### src/rtl/sap_controller.sv
// SAP-1 controller-sequencer: a six-state one-hot ring counter clocked on the falling
// edge. The T-state and opcode are decoded into the 12-bit control word.
module sap_controller (
  input  logic        clk,
  input  logic        async_reset,
  input  logic [3:0]  opcode,
  output logic [11:0] con,
  output logic [5:0]  t_state,
  output logic        hlt
);

  // con = {cp, ep, lm_n, ce_n, li_n, ei_n, la_n, ea, su, eu, lb_n, lo_n}
  localparam logic [11:0] CON_IDLE   = 12'h3E3;
  localparam logic [11:0] CON_T1     = 12'h5E3;
  localparam logic [11:0] CON_T2     = 12'hBE3;
  localparam logic [11:0] CON_T3     = 12'h263;
  localparam logic [11:0] CON_ADDR   = 12'h1A3;
  localparam logic [11:0] CON_LDA_T5 = 12'h2C3;
  localparam logic [11:0] CON_LDB_T5 = 12'h2E1;
  localparam logic [11:0] CON_ADD_T6 = 12'h3C7;
  localparam logic [11:0] CON_SUB_T6 = 12'h3CF;
  localparam logic [11:0] CON_OUT_T4 = 12'h3F2;

  localparam logic [3:0] OP_LDA = 4'b0000;
  localparam logic [3:0] OP_ADD = 4'b0001;
  localparam logic [3:0] OP_SUB = 4'b0010;
  localparam logic [3:0] OP_OUT = 4'b1110;
  localparam logic [3:0] OP_HLT = 4'b1111;

  typedef enum logic [5:0] {
    T1 = 6'b000001,
    T2 = 6'b000010,
    T3 = 6'b000100,
    T4 = 6'b001000,
    T5 = 6'b010000,
    T6 = 6'b100000
  } state_t;

  state_t state_q;
  logic   halted_q;

  // Falling-edge update keeps the control word settled for the rising edge
  // at which the datapath registers sample.
  always_ff @(negedge clk or posedge async_reset) begin
    if (async_reset) begin
      state_q  <= T1;
      halted_q <= 1'b0;
    end else if (!halted_q) begin
      case (state_q)
        T1: state_q <= T2;
        T2: state_q <= T3;
        T3: state_q <= T4;
        T4: begin
          if (opcode == OP_HLT) halted_q <= 1'b1;
          else                  state_q  <= T5;
        end
        T5: state_q <= T6;
        T6: state_q <= T1;
        default: state_q <= T1; // any non-one-hot encoding recovers to T1
      endcase
    end
  end

  assign t_state = state_q;
  assign hlt     = halted_q | ((state_q == T4) && (opcode == OP_HLT));

  always_comb begin
    con = CON_IDLE;
    if (!halted_q) begin
      case (state_q)
        T1: con = CON_T1;
        T2: con = CON_T2;
        T3: con = CON_T3;
        T4: begin
          case (opcode)
            OP_LDA, OP_ADD, OP_SUB: con = CON_ADDR;
            OP_OUT:                 con = CON_OUT_T4;
            default:                con = CON_IDLE;
          endcase
        end
        T5: begin
          case (opcode)
            OP_LDA:         con = CON_LDA_T5;
            OP_ADD, OP_SUB: con = CON_LDB_T5;
            default:        con = CON_IDLE;
          endcase
        end
        T6: begin
          case (opcode)
            OP_ADD:  con = CON_ADD_T6;
            OP_SUB:  con = CON_SUB_T6;
            default: con = CON_IDLE;
          endcase
        end
        default: con = CON_IDLE;
      endcase
    end
  end

endmodule

### config.mk
export PLATFORM = sky130hd
export DESIGN_NAME = sap_controller
export DESIGN_NICKNAME = d
export VERILOG_FILES = /design/src/rtl/sap_controller.sv
export SDC_FILE = /design/constraint.sdc
export NUM_CORES = 1
export LEC_CHECK = 0
export ABC_AREA = 0
export CAP_MARGIN = 20
export CORE_MARGIN = 1.5
export CORE_UTILIZATION = 40
export CTS_CLUSTER_SIZE = 20
export DETAILED_ROUTE_END_ITERATION = 7
export DONT_BUFFER_PORTS = 1
export GPL_TIMING_DRIVEN = 0
export PLACE_DENSITY = 0.66
export SKIP_LAST_GASP = 1
export SLEW_MARGIN = 10
export SYNTH_ARGS = -nofsm -noshare
export SYNTH_HDL_FRONTEND = slang
export SYNTH_SLANG_ARGS = --single-unit
### constraint.sdc
create_clock -name clk -period 1.81 [get_ports clk]
set_clock_uncertainty 0.05 [all_clocks]
set_input_delay 0.181 -clock clk [delete_from_list [all_inputs] [get_ports clk]]
set_output_delay 0.181 -clock clk [all_outputs]
set_load 0.005 [all_outputs]
==> summary.txt <==
Flow run
  • Max-Cap Viols: 0

STA
  • Max_slew headroom: 61.21%
  • Measured slew at the worst slew-check pin: 0.5765 ns
  • Max-slew violations: 0
  • Final WS setup: -1.141 ns
  • Hold Fails Final Rpt: 0
  • Final setup viols: 19
  • Setup TNS: -12.27 ns
  • Unrepaired setup endpoints after global routing: true

Yosys
  • Post-synth net total: 83
  • Synth Instances: 77
  • Yosys warns: 0
  • Seq/Total Area, Yosys: 28.14%
  • Most area-consuming cells after synthesis: dfrtn_1, o21ai_0, nor4b_2
  • Yosys top cell by area: dfrtn_1
  • Synth Cell Area: 626.9 um2
  • Post-synth cell types: 36
  • Post-synth top flop: dfrtn_1
  • Top cell type's share of synthesized area: 23.95%
  • Number of flops mapped to enable cells by yosys: 0
  • Register bit count reported by yosys: 7
  • Asr flop ratio synth: 100.0%
  • Syn avg cell area: 8.141 um2

Final layout
  • Inserted Diodes: 0
  • Nets: 95
  • P&R area growth vs syn: 35.93%
  • Final Non-Filler Cells: 104
  • Fin util: 57.23%
  • Share of cells above drive strength 1: 38.64%

Worst hold path
  • Hold WC Path Type: in2out
  • Hold path endpoint: con[5]
  • Min-delay src: opcode[3]
  • Number of cells on the worst hold path: 2

Routing
  • DR vias: 650
  • Wire length per cell: 16.76 um
  • DRT antenna net count: 0
  • Iter 0 DRT Violations: 22
  • DRC: 0
  • Wirelength, routed: 1743 um
  • Drt pass-1 iters: 4
  • Via density: 6.250

Clock tree
  • Worst skew pair latency: 0.30 ns
  • # hold bufs at CTS: 0
  • Clock buffer depth: 2
  • H-tree Lvls: 1
  • Clock Tree Root: clkbuf_4
  • TritonCTS clock tree: yes
  • Clock transition at the registers of the reported paths: 0.03 ns
  • CTS Buf Count: 3
  • Clock Sink Count: 7

Die
  • Die Span X: 42.59 um
  • Core region area: 0.001489 mm2
  • Starting Density: 42.10%
  • Cell row count: 14
  • Boundary Pins: 25
  • Die footprint: 0.001813 mm2
  • Die height: 42.59 um

Outcome
  • Failing checks: setup timing
  • Status: complete, but fails checks

Power and ir drop
  • VDD IR max: 0.9355 mV
  • PwrDens: 1701 mW/mm2
  • P_leak: 0.3679 nW

Worst setup path
  • CP Launch Type: flop
  • Reg-to-Reg End: t_state[0]
  • Family with the most delay on the worst path: flip-flops
  • CP max stage delay: 0.63 ns
  • R2R Setup Slk: 0.12 ns
  • Reg-to-Reg Start: t_state[0]
  • Required time of the worst setup path: 1.58 ns
  • Slowest cell on crit path: dfstp_2
  • Max FO, Critical Path: 8
  • Crit. End Element: output port
  • Reg2Reg Depth: 5
  • CP Cell Sequence: and2b_1, o21ai_2, a211o_1, or3_4
  • Crit Path Class: reg2out
  • CP bufs+invs: 0
  • Arr. time, crit path: 2.72 ns

Place
  • Routability cong.: 0.7628
  • DP HPWL: 1134 um
  • Pre-CTS WS: -0.8873 ns
  • # placed instances: 93
  • IO Port Bufs: 0

GRT
  • Grt total ovfl: 0
  • Largest net degree at the start of global routing: 11
  • First-pass GRT wire length: 2725 um
  • Number of global-route vias before repair: 608
  • Antenna violations before repair: 0
  • GRT Util Overall: 19.70%
[metrics by stage]
stage | total power, mW | hold WS (ns) | cell area, um2
6_report | 1.450 | 0.4243 | 852.1
5_1_grt | 1.556 | 0.4317 | 852.1
4_1_cts | 1.378 | 0.4203 | 812.0
3_5_place_dp | 1.025 | 0.4203 | 684.4
3_3_place_gp | 1.015 | 0.4165 | 684.4
2_1_floorplan | 0.8970 | 0.4075 | 664.4
[cell usage in the layout, fill, tap and decap left out, drive strengths merged, types with 2 or more instances in the layout]
cell type  instances
nor4b              3
o21ai              6
dfrtn              6
buf               12
or3                3
nor3               3
nand2b             2
nor4               3
clkbuf             4
o31ai              2
nand2              6
nor2               7
inv                6
nand3              4
xor2               3
nand3b             2
[flip-flops by register name, indices dropped and copies added, names as in the netlist]
register	cells
halted_q	1
t_state	6
[synthesized netlist by cell type (3+ instances only)]
library cell,number
dfrtn_1,6
nand2_1,6
nor2_1,6
o21ai_0,6
inv_1,5
nand3_1,4
buf_2,3
nor4_1,3
or3_1,3
xor2_1,3
[cell families (layout without fill, tap and decap cells)]
group	Yosys count	after routing	share of synthesized area (%)
buffers and inverters	11	22	9.580
AO/OA/AOI/OAI	15	15	16.97
AND/OR/NAND/NOR	40	40	39.72
flip-flops	7	7	28.14
XOR/XNOR	4	4	5.590
[worst reg2reg max path: cells and delay by family (launching register included)]
kind	cells	cell delay, ns
flops	1	0.63
compound gates	3	0.60
simple gates	1	0.19
buf+inv	1	0.15
[worst max-delay path by stage]
stage / from / to / slack [ns] / cells past startpoint
after floorplan: t_state[0] / con[7] / -0.75 / 4
after global placement: t_state[3] / con[2] / -0.88 / 5
after detailed placement: t_state[3] / con[2] / -0.89 / 5
after CTS: t_state[0] / con[7] / -1.13 / 4
after global routing: t_state[0] / con[7] / -1.24 / 4
final: t_state[0] / con[7] / -1.14 / 4
[power by group]
group	internal, mW	switching (mW)	leakage, nW	total, mW
Combinational	0.492	0.499	0.253	0.992
Clock	0.0813	0.0614	0.0245	0.143
Sequential	0.227	0.0880	0.0904	0.315
[cell type report]
cell class                 instances  area [um2]
inverter                           4       15.01
tap                               16       20.02
timing repair buffer               7       52.55
clock buffer                       3       22.52
buffer                             6       63.81
multi-input combinational         59       494.2
clock inverter                     2       7.507
fill                             144       636.9
sequential                         7       176.4
[what timing repair did]
item                                    in CTS  in global routing
pin swaps                                    5                  1
resized for setup                           10                  6
setup buffers                                7                  1
endpoints found under the setup margin      19                 19
[layer usage]
metal  vias to the layer above  wire, um  global-route usage, %
met5                         -         0                      0
met4                         0        31                  9.375
met3                         4       114                  5.603
met2                        31       869                  31.08
met1                       312       728                  24.53
li1                        303         -                      -
No activity file was read; power rests on OpenSTA's default activity.
